==> src/rtl/wash_pkg.sv <==
// Shared encodings and helpers for the washing-machine sequencer.
package wash_pkg;

    localparam int MODE_W = 3;

    localparam logic [MODE_W-1:0] IDLE  = 3'd0;
    localparam logic [MODE_W-1:0] FILL  = 3'd1;
    localparam logic [MODE_W-1:0] WASH  = 3'd2;
    localparam logic [MODE_W-1:0] DRAIN = 3'd3;
    localparam logic [MODE_W-1:0] RINSE = 3'd4;
    localparam logic [MODE_W-1:0] SPIN  = 3'd5;
    localparam logic [MODE_W-1:0] FAULT = 3'd7;

    // Rinse count for a programme: prog+1, clamped to max_rinse.
    function automatic logic [2:0] rinse_clamp(input logic [1:0] prog, input int max_rinse);
        int n;
        n = int'(prog) + 1;
        if (n > max_rinse) n = max_rinse;
        return 3'(n);
    endfunction

endpackage

==> src/rtl/wash_phase_timer.sv <==
// Loadable phase down-counter; stops at zero, clear beats load beats decrement.
module wash_phase_timer #(
    parameter int CNT_W = 8
) (
    input  logic             clk,
    input  logic             rst,
    input  logic             load,
    input  logic [CNT_W-1:0] load_val,
    input  logic             hold,
    input  logic             clear,
    output logic [CNT_W-1:0] count,
    output logic             zero
);

    always_ff @(posedge clk or posedge rst) begin
        if (rst)                        count <= '0;
        else if (clear)                 count <= '0;
        else if (load)                  count <= load_val;
        else if (!hold && count != '0)  count <= count - 1'b1;
    end

    assign zero = (count == '0);

endmodule

==> src/rtl/wash_seq_ctrl.sv <==
// Washing-machine sequencer: FILL/WASH/(DRAIN/RINSE)xN/DRAIN/SPIN with pause and door fault.
// Define WASH_CYCLE_CNT_EN to add the saturating completed-programme counter cycle_count.
module wash_seq_ctrl
    import wash_pkg::*;
#(
    parameter int CNT_W     = 8,
    parameter int FILL_CYC  = 4,
    parameter int WASH_CYC  = 10,
    parameter int DRAIN_CYC = 3,
    parameter int RINSE_CYC = 6,
    parameter int SPIN_CYC  = 8,
    parameter int MAX_RINSE = 4
) (
    input  logic              clk,
    input  logic              rst,
    input  logic              start,
    input  logic              pause,
    input  logic              door_open,
    input  logic [1:0]        prog,
    output logic [MODE_W-1:0] mode,
    output logic              busy,
    output logic              paused,
    output logic              done,
    output logic [CNT_W-1:0]  remaining,
    output logic [2:0]        rinse_left
`ifdef WASH_CYCLE_CNT_EN
    ,
    output logic [15:0]       cycle_count
`endif
);

    logic [MODE_W-1:0] state_nxt;
    logic [2:0]        rinse_nxt;
    logic              recov, recov_nxt;
    logic              t_load, t_hold, t_clear, zero;
    logic [CNT_W-1:0]  t_val;
    logic              busy_nxt, paused_nxt, done_nxt;
    logic              active;

    function automatic logic [CNT_W-1:0] dur_m1(input logic [MODE_W-1:0] m);
        case (m)
            FILL:    return CNT_W'(FILL_CYC - 1);
            WASH:    return CNT_W'(WASH_CYC - 1);
            DRAIN:   return CNT_W'(DRAIN_CYC - 1);
            RINSE:   return CNT_W'(RINSE_CYC - 1);
            SPIN:    return CNT_W'(SPIN_CYC - 1);
            default: return '0;
        endcase
    endfunction

    assign active = (mode == FILL) || (mode == WASH) || (mode == DRAIN) ||
                    (mode == RINSE) || (mode == SPIN);

    wash_phase_timer #(.CNT_W(CNT_W)) u_timer (
        .clk      (clk),
        .rst      (rst),
        .load     (t_load),
        .load_val (t_val),
        .hold     (t_hold),
        .clear    (t_clear),
        .count    (remaining),
        .zero     (zero)
    );

    always_ff @(posedge clk or posedge rst) begin
        if (rst) begin
            mode       <= IDLE;
            rinse_left <= '0;
            recov      <= 1'b0;
        end else begin
            mode       <= state_nxt;
            rinse_left <= rinse_nxt;
            recov      <= recov_nxt;
        end
    end

    always_comb begin
        state_nxt = mode;
        rinse_nxt = rinse_left;
        recov_nxt = recov;
        t_load    = 1'b0;
        t_val     = '0;
        t_hold    = 1'b1;
        t_clear   = 1'b0;
        case (mode)
            IDLE: begin
                if (start && !door_open) begin
                    state_nxt = FILL;
                    rinse_nxt = rinse_clamp(prog, MAX_RINSE);
                end
            end
            FILL, WASH, DRAIN, RINSE, SPIN: begin
                // Pause outranks the door so the door may be opened while paused.
                if (pause) begin
                    state_nxt = mode;
                end else if (door_open) begin
                    state_nxt = FAULT;
                end else if (!zero) begin
                    t_hold = 1'b0;
                end else begin
                    case (mode)
                        FILL:  state_nxt = WASH;
                        WASH:  state_nxt = DRAIN;
                        DRAIN: state_nxt = recov ? IDLE : (rinse_left != '0) ? RINSE : SPIN;
                        RINSE: begin
                            state_nxt = DRAIN;
                            rinse_nxt = rinse_left - 3'd1;
                        end
                        default: state_nxt = IDLE;
                    endcase
                end
            end
            FAULT: begin
                if (start && !door_open) begin
                    state_nxt = DRAIN;
                    recov_nxt = 1'b1;
                end
            end
            default: state_nxt = IDLE;
        endcase

        if (state_nxt == IDLE) begin
            rinse_nxt = '0;
            recov_nxt = 1'b0;
            t_clear   = 1'b1;
        end else if (state_nxt == FAULT) begin
            t_clear = 1'b1;
        end else if (state_nxt != mode) begin
            t_load = 1'b1;
            t_val  = dur_m1(state_nxt);
        end
    end

    // SPIN only leaves to IDLE on expiry, so that transition is the normal completion.
    always_comb begin
        busy_nxt   = (state_nxt != IDLE);
        paused_nxt = active && pause;
        done_nxt   = (mode == SPIN) && (state_nxt == IDLE);
    end

    always_ff @(posedge clk or posedge rst) begin
        if (rst) begin
            busy   <= 1'b0;
            paused <= 1'b0;
            done   <= 1'b0;
        end else begin
            busy   <= busy_nxt;
            paused <= paused_nxt;
            done   <= done_nxt;
        end
    end

`ifdef WASH_CYCLE_CNT_EN
    always_ff @(posedge clk or posedge rst) begin
        if (rst)                                   cycle_count <= '0;
        else if (done_nxt && cycle_count != 16'hFFFF) cycle_count <= cycle_count + 16'd1;
    end
`endif

endmodule

==> config.mk <==
export PLATFORM = sky130hd
export DESIGN_NAME = wash_seq_ctrl
export DESIGN_NICKNAME = d
export VERILOG_FILES = /design/src/rtl/wash_pkg.sv /design/src/rtl/wash_phase_timer.sv /design/src/rtl/wash_seq_ctrl.sv
export SDC_FILE = /design/constraint.sdc
export NUM_CORES = 1
export LEC_CHECK = 0
export CAP_MARGIN = 10
export CORE_AREA = 2 2 59 61
export CTS_BUF_LIST = sky130_fd_sc_hd__clkbuf_4 sky130_fd_sc_hd__clkbuf_8 sky130_fd_sc_hd__clkbuf_16
export CTS_CLUSTER_SIZE = 16
export DETAILED_ROUTE_END_ITERATION = 7
export DIE_AREA = 0 0 61 63
export PLACE_DENSITY = 0.75
export SLEW_MARGIN = 20
export SYNTH_ARGS = -nofsm -noshare
export SYNTH_HDL_FRONTEND = slang
export SYNTH_HIERARCHICAL = 1
export SYNTH_SLANG_ARGS = --single-unit
==> constraint.sdc <==
create_clock -name clk -period 3.1 [get_ports clk]
set_clock_uncertainty 0.2 [all_clocks]
set_input_delay 0.62 -clock clk [delete_from_list [all_inputs] [get_ports clk]]
set_output_delay 0.62 -clock clk [all_outputs]
set_load 0.005 [all_outputs]
==> results by group <==
Run status
  • Status: completed

Synth
  • Seq cells post-synth: 18
  • Synth area leaders: dfrtp_1 (33%), nor2_1 (6.6%), ha_1 (4.6%)
  • Number of synthesized flops with an enable pin: 0
  • FFs w/ async S/R, synth: 100%
  • Dominant synthesized flop cell: dfrtp_1
  • Syn Std Cell Area: 0.00137 mm2
  • Post-synth top area share: 32.9%
  • Post-Syn Instances: 164
  • Sequential share of the synthesized area: 32.9%
  • Avg Inst Size Synth: 8.35 um2
  • Yosys warns: 6
  • Cell taking the most area after synthesis: dfrtp_1
  • Distinct cells, synth: 56

Min path
  • Worst hold start: recov
  • Hold WC Path Type: reg -> reg

STA
  • Setup TNS Final: 0 ns
  • Worst hold slack: 0.315 ns
  • Final setup vio count: 0
  • Period minus WS final: 3.07 ns
  • Relative slew slack: 67.2%
  • Final hold violation count: 0
  • RSZ-0062 raised after global routing: yes
  • Max-slew violations: 0
  • Fmax achieved: 326 MHz
  • Fin worst setup slack: 0.0320 ns
  • Worst slew pin tran: 0.487 ns
  • Final period utilization: 99.0%

Place
  • Post-DP HPWL: 3.19 mm
  • Post-Place Worst Slack: -0.190 ns
  • Post-DP Area: 0.00191 mm2
  • Buffers on Ports: 23
  • Placed Cells incl. Taps: 264
  • GPL Wtd Cong: 0.907

Routing
  • Initial DRT Pass Iterations: 4
  • DR DRC count: 0
  • Initial DRC count: 69
  • Routed WL per cell: 15.7 um
  • Final ANT Viol Nets: 0
  • DR vias: 1542
  • Post-Route WL: 4.35 mm
  • Vias per cell: 5.59

GRT
  • Pin count of the biggest net entering global routing: 19
  • Grt total ovfl: 0
  • GR Util met2: 39.8%
  • Top Usage Layer GRT: met2
  • GRT met1 Usage: 25.4%
  • Number of global-route vias before repair: 1466
  • Gr usage total: 22.3%
  • Initial antenna violation count: 0
  • Met3 usage: 1.86%
  • First-pass GRT wire length: 6.42 mm

Flow run
  • Max-Cap Viols: 0

Clock network
  • CTS tree: built
  • H-Tree Depth: 1
  • Later-pin clock latency in the skew report: 0.30 ns
  • Root Buffer: clkbuf_4
  • Sinks on Clock Net: 18
  • TritonCTS buffer count: 3
  • Clock transition at the registers of the reported paths: 0.10 ns
  • Hold Buf Count CTS: 0
  • Max Root-Sink Buffers: 2

Die
  • DIE AREA: 0.00384 mm2
  • Die height: 63 um
  • Core area: 0.00323 mm2
  • Die X: 61 um
  • Initial core utilization: 42.4%
  • Row cnt: 21
  • I/O Pins: 24

Layout
  • Antenna cells: 0
  • Final Cell Area: 0.00214 mm2
  • Fraction of layout cells with a size suffix above 1: 38.3%
  • Area Growth Syn to Fin: 56.0%
  • Fin util: 66.1%
  • Finished Layout Cells: 276
  • Final #Nets: 243

Setup path
  • CP Launch Point: u_timer/count[0]
  • Startpoint types: flop
  • Worst Path Required: 3.09 ns
  • Slowest cell on the critical path: dfrtp_1
  • Worst path cell trace: inv_2 > ha_4 > nor4b_4 > and2_4 > nor2_2 > or3_4 > o21ai_2 > a21boi_2 > and3b_2 > nor3_4 > inv_2 > buf_4 > nor2_2 > a211oi_2
  • R2r startpoint: u_timer/count[0]
  • Worst path arrival time: 3.05 ns
  • Crit-path max FO: 5
  • Max incr delay on CP: 0.41 ns
  • CP Capture Type: flop
  • WS Path Type: reg -> reg

Power
  • Peak supply drop: 0.693 mV
  • Total power: 2.31 mW
  • Static Leak: 0.908 nW
  • Pwr/cell area: 1080 mW/mm2
state kept, by name, summed over array words and instances (netlist names):
| signal | count |
|---|---|
| u_timer/count | 8 |
| mode | 3 |
| rinse_left | 3 |
| busy | 1 |
| done | 1 |
| paused | 1 |
| recov | 1 |
critical path, delay by kind of cell (launching register included):
kind,cells,cell delay (ns)
compound gates,3,0.27
fa+ha+maj,1,0.13
buf+inv,3,0.37
flops,1,0.41
simple gates,7,1.58
cells in the mapped netlist (all sizes together), types with 2 or more instances:
cell type / instances
o31a: 2
a21oi: 11
clkbuf: 3
a41oi: 2
nand2: 7
nor2b: 4
inv: 14
a211oi: 4
o21ai: 7
nor4: 2
xnor2: 2
nor4b: 2
or3: 2
o21bai: 2
o22ai: 4
nor2: 24
nand2b: 3
nor3: 12
dfrtp: 18
or2: 2
buf: 4
or3b: 2
o21ba: 2
ha: 5
cell families after synthesis:
family / count (synthesis) / share of synthesized area, %
XOR/XNOR: 3 / 1.92
AO/OA/AOI/OAI: 45 / 24.2
flip-flops: 18 / 32.9
buffers and inverters: 21 / 6.94
AND/OR/NAND/NOR: 69 / 27.7
other: 1 / 0.274
adder cells (fa/ha/maj): 5 / 4.57
multiplexers: 2 / 1.55
layer usage:
layer | share of wire [%] | up-vias
met3 | 3.3 | 18
met4 | 4.1 | 0
li1 | - | 724
met5 | 0 | -
met1 | 39 | 743
met2 | 54 | 57
worst paths after layout:
check,end,slack (ns),depth (start not counted)
min in group asynchronous,u_timer/count[6],0.41,2
hold reg to reg,recov,0.32,2
setup / recovery,u_timer/count[0],0.03,14
max in group asynchronous,rinse_left[1],2.02,2
hold / removal,recov,0.32,2
setup reg to reg,u_timer/count[0],0.03,14
area by class of cell:
class / count / area, um2
Inverter: 14 / 52.6
Multi-Input combinational cell: 128 / 972
Fill cell: 277 / 1090
Timing Repair Buffer: 66 / 568
Sequential cell: 18 / 450
Tap cell: 46 / 57.6
Clock buffer: 4 / 36.3
power breakdown:
group / switching (mW) / internal (mW) / leakage (nW) / total [mW]
Combinational: 0.835 / 0.904 / 0.670 / 1.74
Clock: 0.0738 / 0.0717 / 0.0210 / 0.146
Sequential: 0.0972 / 0.331 / 0.217 / 0.429
placed cells by master (no fill, tap or decap), types with 3 or more instances in the layout:
master,count
nand2_1,7
inv_2,3
o21ai_2,3
buf_6,4
o21ai_0,3
nor3_1,8
nor2_1,19
inv_1,11
buf_4,39
nor3_2,3
clkbuf_4,3
nor2_2,5
o22ai_1,4
ha_1,4
dfrtp_1,18
conb_1,4
clkdlybuf4s50_1,23
a21oi_1,9
a211oi_2,3
what timing repair did:
item                       in CTS  in global routing
setup buffers                   1                  7
gates resized for setup         1                 36
setup endpoints to repair       6                  8
pin swaps                       1                 14
(Power assumes the default switching activity.)
